**src/rtl/l2_port_arbiter.sv**
```systemverilog
// Purpose : merges NUM_CH L1 request channels onto the single L2 request port, one transaction at a time.
// Latency : ch_req sampled at edge 0, l2_req high after edge 0, ch_ack/ch_err no earlier than after edge 1; back in IDLE one edge later.
// Backpressure: a requester holds ch_req and its payload until it sees its ch_ack/ch_err pulse; l2_req stays high until l2_ack or the watchdog fires.
// Ports   : clk_l2/rst_n; ch_req/ch_write/ch_addr/ch_wdata in, ch_ack/ch_err/ch_rdata out (per channel);
//           l2_req/l2_write/l2_addr/l2_wdata out, l2_ack/l2_rdata in; busy and grant_id status out. All outputs registered.
module l2_port_arbiter #(
    parameter int NUM_CH   = 2,
    parameter int ADDR_W   = 32,
    parameter int DATA_W   = 32,
    parameter int ARB_MODE = 0,
    parameter int TIMEOUT  = 16,
    parameter int GID_W    = (NUM_CH > 1) ? $clog2(NUM_CH) : 1
) (
    input  logic                     clk_l2,
    input  logic                     rst_n,
    input  logic [NUM_CH-1:0]        ch_req,
    input  logic [NUM_CH-1:0]        ch_write,
    input  logic [NUM_CH*ADDR_W-1:0] ch_addr,
    input  logic [NUM_CH*DATA_W-1:0] ch_wdata,
    output logic [NUM_CH-1:0]        ch_ack,
    output logic [NUM_CH-1:0]        ch_err,
    output logic [DATA_W-1:0]        ch_rdata,
    output logic                     l2_req,
    output logic                     l2_write,
    output logic [ADDR_W-1:0]        l2_addr,
    output logic [DATA_W-1:0]        l2_wdata,
    input  logic                     l2_ack,
    input  logic [DATA_W-1:0]        l2_rdata,
    output logic                     busy,
    output logic [GID_W-1:0]         grant_id
);

    typedef enum logic [1:0] {
        ST_IDLE,
        ST_ISSUE,
        ST_RESP
    } state_t;

    localparam int               CNT_W      = (TIMEOUT > 0) ? $clog2(TIMEOUT + 1) : 1;
    localparam int               TMO_LAST_I = (TIMEOUT > 0) ? TIMEOUT - 1 : 0;
    localparam logic [CNT_W-1:0] TMO_LAST   = CNT_W'(TMO_LAST_I);
    localparam logic [GID_W-1:0] LAST_RST   = GID_W'(NUM_CH - 1);

    state_t              state_q, state_d;
    logic                l2_req_q, l2_req_d;
    logic                l2_write_q, l2_write_d;
    logic [ADDR_W-1:0]   l2_addr_q, l2_addr_d;
    logic [DATA_W-1:0]   l2_wdata_q, l2_wdata_d;
    logic [NUM_CH-1:0]   ch_ack_q, ch_ack_d;
    logic [NUM_CH-1:0]   ch_err_q, ch_err_d;
    logic [DATA_W-1:0]   ch_rdata_q, ch_rdata_d;
    logic                busy_q, busy_d;
    logic [GID_W-1:0]    grant_id_q, grant_id_d;
    logic [GID_W-1:0]    last_grant_q, last_grant_d;
    logic [CNT_W-1:0]    cnt_q, cnt_d;

    // Arbitration results
    logic                lo_vld, hi_vld, win_vld;
    logic [GID_W-1:0]    lo_id, hi_id, win_id;
    logic                sel_write;
    logic [ADDR_W-1:0]   sel_addr;
    logic [DATA_W-1:0]   sel_wdata;
    logic [NUM_CH-1:0]   grant_oh;

    // Round-robin as two priority scans: the first requester above the last
    // grant wins; if there is none, the search wraps to the lowest requester.
    // Fixed priority is just the wrapped (lowest-index) scan.
    always_comb begin
        lo_vld = 1'b0;
        lo_id  = '0;
        hi_vld = 1'b0;
        hi_id  = '0;
        for (int i = 0; i < NUM_CH; i++) begin
            if (!lo_vld && ch_req[i]) begin
                lo_vld = 1'b1;
                lo_id  = GID_W'(i);
            end
            if (!hi_vld && ch_req[i] && (i > int'(last_grant_q))) begin
                hi_vld = 1'b1;
                hi_id  = GID_W'(i);
            end
        end
        win_vld = lo_vld;
        win_id  = ((ARB_MODE == 0) && hi_vld) ? hi_id : lo_id;
    end

    // Payload of the winner, and one-hot of the held grant for the response pulses.
    always_comb begin
        sel_write = 1'b0;
        sel_addr  = '0;
        sel_wdata = '0;
        grant_oh  = '0;
        for (int i = 0; i < NUM_CH; i++) begin
            if (int'(win_id) == i) begin
                sel_write = ch_write[i];
                sel_addr  = ch_addr[i*ADDR_W +: ADDR_W];
                sel_wdata = ch_wdata[i*DATA_W +: DATA_W];
            end
            grant_oh[i] = (int'(grant_id_q) == i);
        end
    end

    always_comb begin
        state_d      = state_q;
        l2_req_d     = l2_req_q;
        l2_write_d   = l2_write_q;
        l2_addr_d    = l2_addr_q;
        l2_wdata_d   = l2_wdata_q;
        ch_ack_d     = '0;
        ch_err_d     = '0;
        ch_rdata_d   = ch_rdata_q;
        grant_id_d   = grant_id_q;
        last_grant_d = last_grant_q;
        cnt_d        = cnt_q;
        case (state_q)
            ST_IDLE: begin
                if (win_vld) begin
                    state_d      = ST_ISSUE;
                    l2_req_d     = 1'b1;
                    l2_write_d   = sel_write;
                    l2_addr_d    = sel_addr;
                    l2_wdata_d   = sel_wdata;
                    grant_id_d   = win_id;
                    last_grant_d = win_id;
                    cnt_d        = '0;
                end
            end
            ST_ISSUE: begin
                // An ack in the same cycle as the watchdog expiry takes precedence.
                if (l2_ack) begin
                    state_d    = ST_RESP;
                    l2_req_d   = 1'b0;
                    ch_ack_d   = grant_oh;
                    ch_rdata_d = l2_rdata;
                end else if (TIMEOUT != 0) begin
                    // cnt_q counts edges already spent waiting; this edge is number cnt_q+1.
                    if (cnt_q == TMO_LAST) begin
                        state_d  = ST_RESP;
                        l2_req_d = 1'b0;
                        ch_err_d = grant_oh;
                    end else begin
                        cnt_d = cnt_q + CNT_W'(1);
                    end
                end
            end
            ST_RESP: begin
                state_d = ST_IDLE;
            end
            default: begin
                state_d = ST_IDLE;
            end
        endcase
        busy_d = (state_d != ST_IDLE);
    end

    always_ff @(posedge clk_l2 or negedge rst_n) begin
        if (!rst_n) begin
            state_q      <= ST_IDLE;
            l2_req_q     <= 1'b0;
            l2_write_q   <= 1'b0;
            l2_addr_q    <= '0;
            l2_wdata_q   <= '0;
            ch_ack_q     <= '0;
            ch_err_q     <= '0;
            ch_rdata_q   <= '0;
            busy_q       <= 1'b0;
            grant_id_q   <= '0;
            last_grant_q <= LAST_RST;
            cnt_q        <= '0;
        end else begin
            state_q      <= state_d;
            l2_req_q     <= l2_req_d;
            l2_write_q   <= l2_write_d;
            l2_addr_q    <= l2_addr_d;
            l2_wdata_q   <= l2_wdata_d;
            ch_ack_q     <= ch_ack_d;
            ch_err_q     <= ch_err_d;
            ch_rdata_q   <= ch_rdata_d;
            busy_q       <= busy_d;
            grant_id_q   <= grant_id_d;
            last_grant_q <= last_grant_d;
            cnt_q        <= cnt_d;
        end
    end

    assign ch_ack   = ch_ack_q;
    assign ch_err   = ch_err_q;
    assign ch_rdata = ch_rdata_q;
    assign l2_req   = l2_req_q;
    assign l2_write = l2_write_q;
    assign l2_addr  = l2_addr_q;
    assign l2_wdata = l2_wdata_q;
    assign busy     = busy_q;
    assign grant_id = grant_id_q;

endmodule

```
**config.mk**
```make
export PLATFORM = sky130hd
export DESIGN_NAME = l2_port_arbiter
export DESIGN_NICKNAME = d
export VERILOG_FILES = /design/src/rtl/l2_port_arbiter.sv
export SDC_FILE = /design/constraint.sdc
export NUM_CORES = 1
export LEC_CHECK = 0
export BUFFER_PORTS_ARGS = -buffer_cell sky130_fd_sc_hd__buf_2
export CORE_ASPECT_RATIO = 0.9
export CORE_MARGIN = 10
export CORE_UTILIZATION = 41
export DETAILED_ROUTE_END_ITERATION = 8
export GPL_TIMING_DRIVEN = 0
export HOLD_SLACK_MARGIN = 0.1
export PLACE_DENSITY = 0.77
export REMOVE_ABC_BUFFERS = 1
export SYNTH_ARGS = -nofsm -noshare
export SYNTH_HDL_FRONTEND = slang
export SYNTH_SLANG_ARGS = --single-unit
```
**constraint.sdc**
```tcl
create_clock -name clk_l2 -period 2.2 [get_ports clk_l2]
set_input_delay 0.22 -clock clk_l2 [delete_from_list [all_inputs] [get_ports clk_l2]]
set_output_delay 0.22 -clock clk_l2 [all_outputs]
set_load 0.01 [all_outputs]
```
==> qor_table.md <==
| Parameter | This run | Unit |
|---|---|---|
| Number of buffers on the longest clock path | 2 | - |
| Net load switching power | 3.216 | mW |
| CP Class | flop to flop | - |
| Vias in the first global route | 4492 | - |
| Accumulated negative setup slack | 0 | ns |
| Wire length of the first global-routing pass | 23.74 | mm |
| CTS tree | done | - |
| Worst path arrival time | 2.34 | ns |
| Maximum achievable frequency | 0.4761 | GHz |
| Antenna diodes | 0 | - |
| Slew at the pin closest to its max-slew limit | 0.9787 | ns |
| Overall routed net length | 15.27 | mm |
| Die boundary width | 138.8 | µm |
| Final core area utilization | 0.6100 | - |
| Library cell with the largest summed area after synthesis | sky130_fd_sc_hd__dfrtp_1 | - |
| Share of post-route cells with drive strength above 1 | 0.7227 | - |
| Via density per instance | 4.815 | - |
| Sequential share of power | 0.383 | - |
| # clock sinks | 112 | - |
| Power share of the combinational group | 0.455 | - |
| Initial detailed-routing violation count | 149 | - |
| Post-Synthesis Cell Area | 5209 | µm² |
| Time the worst path needs with I/O delays and setup | 2.100 | ns |
| Top-level port count | 271 | - |
| # fillers | 955 | - |
| Post-synthesis average cell area | 15.50 | µm² |
| CTS root buffer | sky130_fd_sc_hd__clkbuf_16 | - |
| Iteration count of the initial detailed-routing pass | 4 | - |
| Synth Instances | 336 | - |
| Worst Path Required | 2.43 | ns |
| Half-perimeter wire length after placement | 11.61 | mm |
| CP max FO | 6 | - |
| Weighted congestion reported at the end of routability-driven placement | 0.8429 | - |
| Cell-internal power | 6.281 | mW |
| Maximum level of the CTS H-tree | 3 | - |
| Result of the run | finished clean | - |
| Die Y-Extent | 126.9 | µm |
| Path class of the lowest-slack min-delay path | input pin to flop | - |
| Clock latency on the worst-skew pair | 0.35 | ns |
| Maximum number of pins on one net before global-route repair | 61 | - |
| Antenna violations before repair | 0 | - |
| Area share of the largest cell type after synthesis | 0.5333 | - |
| Initial Util | 0.4246 | - |
| Seq/Total Area, Yosys | 0.5383 | - |
| Synth Warn # | 0 | - |
| Unrepaired setup endpoints after global routing | false | - |
| Worst-case clock skew | 0.006855 | ns |
| Number of DRC violations after detailed routing | 0 | - |
| Setup crit end kind | flop | - |
| Register-to-register path setup slack | 0.1 | ns |
| Total global routing overflow | 0 | - |
| Final period utilization | 0.9546 | - |
| Area added between synthesis and finish | 43.65 | % |
| Startpoint Class | flop | - |
| Sw frac | 0.3386 | - |
| Worst supply voltage drop on vdd | 0.8548 | mV |
| Leak Pwr | 3.693 | nW |
| Post-detailed-route count of antenna-violating nets | 0 | - |
| Total routing resource utilization after global routing | 0.1678 | - |
| Count of port buffers added during placement | 270 | - |
| Worst rel slew slack | 0.3456 | - |
| Fin nets | 814 | - |
| WL/cell | 18.87 | µm |
| Number of maximum-capacitance violations | 0 | - |
| Power density over the cells | 1269 | nW/µm² |
| Die footprint | 17620 | µm² |
| Area of the placeable core | 12270 | µm² |
| Cell types occupying the most area after synthesis | sky130_fd_sc_hd__dfrtp_1, sky130_fd_sc_hd__mux2_2, sky130_fd_sc_hd__mux2_4 | - |
| Pins Over Slew Limit | 0 | - |
| Clock share of power | 0.163 | - |
| Vias after detailed routing | 3895 | - |
| Count of final setup violators | 0 | - |
| Placement row count | 38 | - |
| Register clock-pin slew on the reported worst setup and hold paths | 0.07 | ns |
| Post-synthesis sequential element count | 112 | - |
| Number of distinct standard cells referenced by the synthesized netlist | 31 | - |
| Final Hold Violating Endpoints | 0 | - |
| CTS buffer count | 9 | - |
-- cells in the mapped netlist, drive strengths merged --
library cell	count
o2bb2ai	3
a21oi	2
mux2	163
buf	18
a22o	1
a21boi	1
and3	1
or4b	1
nand3b	1
nor2	7
a21o	1
o21ai	2
nand2	3
o31a	1
ha	3
a31oi	1
nor4b	2
mux2i	1
nor3	4
dfstp	1
nand2b	1
o31ai	1
o22a	1
inv	3
clkbuf	1
dfrtp	111
nand3	1
-- sequential cells by signal (all words and copies together) (netlist names) --
register	count
busy	1
ch_ack	2
ch_err	2
ch_rdata	32
cnt_q	5
grant_id	1
l2_addr	32
l2_req	1
l2_wdata	32
l2_write	1
last_grant_q	1
state_q	2
-- worst paths after layout --
path	endpoint	startpoint	cells past startpoint
worst max-delay path	cnt_q[0]$_DFFE_PN0P_	cnt_q[0]$_DFFE_PN0P_	6
worst min-delay path	ch_rdata[7]$_DFFE_PN0P_	l2_rdata[7]	2
worst max register to register	cnt_q[0]$_DFFE_PN0P_	cnt_q[0]$_DFFE_PN0P_	6
worst min register to register	ch_rdata[30]$_DFFE_PN0P_	ch_rdata[30]$_DFFE_PN0P_	1
max in group asynchronous	last_grant_q$_DFFE_PN1P_	rst_n	3
min in group asynchronous	busy$_DFF_PN0_	rst_n	2
-- routing by layer --
metal / vias to the layer above / global-route usage / part of all wire
li1: 1832 / - / -
met1: 1890 / 0.1612 / 0.35
met2: 154 / 0.3079 / 0.54
met3: 19 / 0.08169 / 0.097
met4: 0 / 0.05579 / 0.018
met5: - / 0 / 0
-- layout make-up --
type,count,area [µm²],area share
well taps,160,200.2,0.02676
multi-input cells,203,2286,0.3055
flip-flops and latches,112,2805,0.3749
repair buffers,315,1902,0.2542
clock inverters,3,17.52,0.002341
clock buffers,13,260.3,0.03478
inverters,3,11.26,0.001505
-- logic make-up (layout without fill, tap and decap cells) --
logic type	after synthesis	after routing	share of synthesized area
simple gates	21	21	0.02210
buf+inv	22	334	0.02882
mux	164	164	0.3831
fa+ha+maj	3	3	0.007207
compound gates	14	15	0.02042
flops	112	112	0.5383
-- repair_timing --
action / in CTS / in global routing
setup endpoints to repair: 18 / 20
buffers inserted: 0 / 7
pin swaps: 2 / 1
gates resized for setup: 1 / 2
gates cloned: 1 / 0
hold buffers: 31 / 0
endpoints found under the hold margin: 82 / 0
-- cells in the final DEF (no fill, tap or decap), types with 2 or more instances in the layout --
master / count
sky130_fd_sc_hd__a21oi_1: 2
sky130_fd_sc_hd__inv_1: 3
sky130_fd_sc_hd__buf_4: 8
sky130_fd_sc_hd__nor3_1: 3
sky130_fd_sc_hd__buf_16: 6
sky130_fd_sc_hd__ha_1: 2
sky130_fd_sc_hd__clkbuf_8: 2
sky130_fd_sc_hd__dfrtp_1: 110
sky130_fd_sc_hd__o21ai_0: 2
sky130_fd_sc_hd__clkbuf_1: 2
sky130_fd_sc_hd__nor4b_1: 2
sky130_fd_sc_hd__mux2_4: 40
sky130_fd_sc_hd__nor2_1: 7
sky130_fd_sc_hd__clkinv_2: 2
sky130_fd_sc_hd__o2bb2ai_1: 3
sky130_fd_sc_hd__dlygate4sd3_1: 31
sky130_fd_sc_hd__nand2_1: 3
sky130_fd_sc_hd__mux2_2: 123
sky130_fd_sc_hd__buf_2: 269
sky130_fd_sc_hd__clkbuf_16: 9
-- critical path, cell delays in order, from the launching register on --
cell and delay [ns]:
sky130_fd_sc_hd__dfrtp_1 0.41, sky130_fd_sc_hd__ha_1 0.23, sky130_fd_sc_hd__and3_1 0.21, sky130_fd_sc_hd__ha_2 0.21, sky130_fd_sc_hd__or4b_4 0.49, sky130_fd_sc_hd__o31a_2 0.17, sky130_fd_sc_hd__mux2_4 0.27
-- power groups by stage --
stage                     Sequential, mW  Clock [mW]  Combinational [mW]
after floorplan                     4.06           0                1.94
after global placement              3.55           0                3.96
after detailed placement            3.64           0                4.25
after CTS                           3.63        1.60                4.31
after global routing                3.75        1.67                4.65
final                               3.63        1.54                4.32
-- through the flow --
step                area (µm²)  setup WS, ns  instances  power, mW  hold slack [ns]
global placement          6621        -2.647        747      7.503           0.4261
CTS                       7423      0.003636        802      9.544           0.1013
detailed placement        6823     -0.008363        754      7.891           0.3041
global route              7482       0.02687        809      10.07           0.1087
finish                    7482       0.09981        809      9.497           0.1196
floorplan                 5070        -1.398        317      6.007         -0.07559
(Power assumes the default switching activity.)
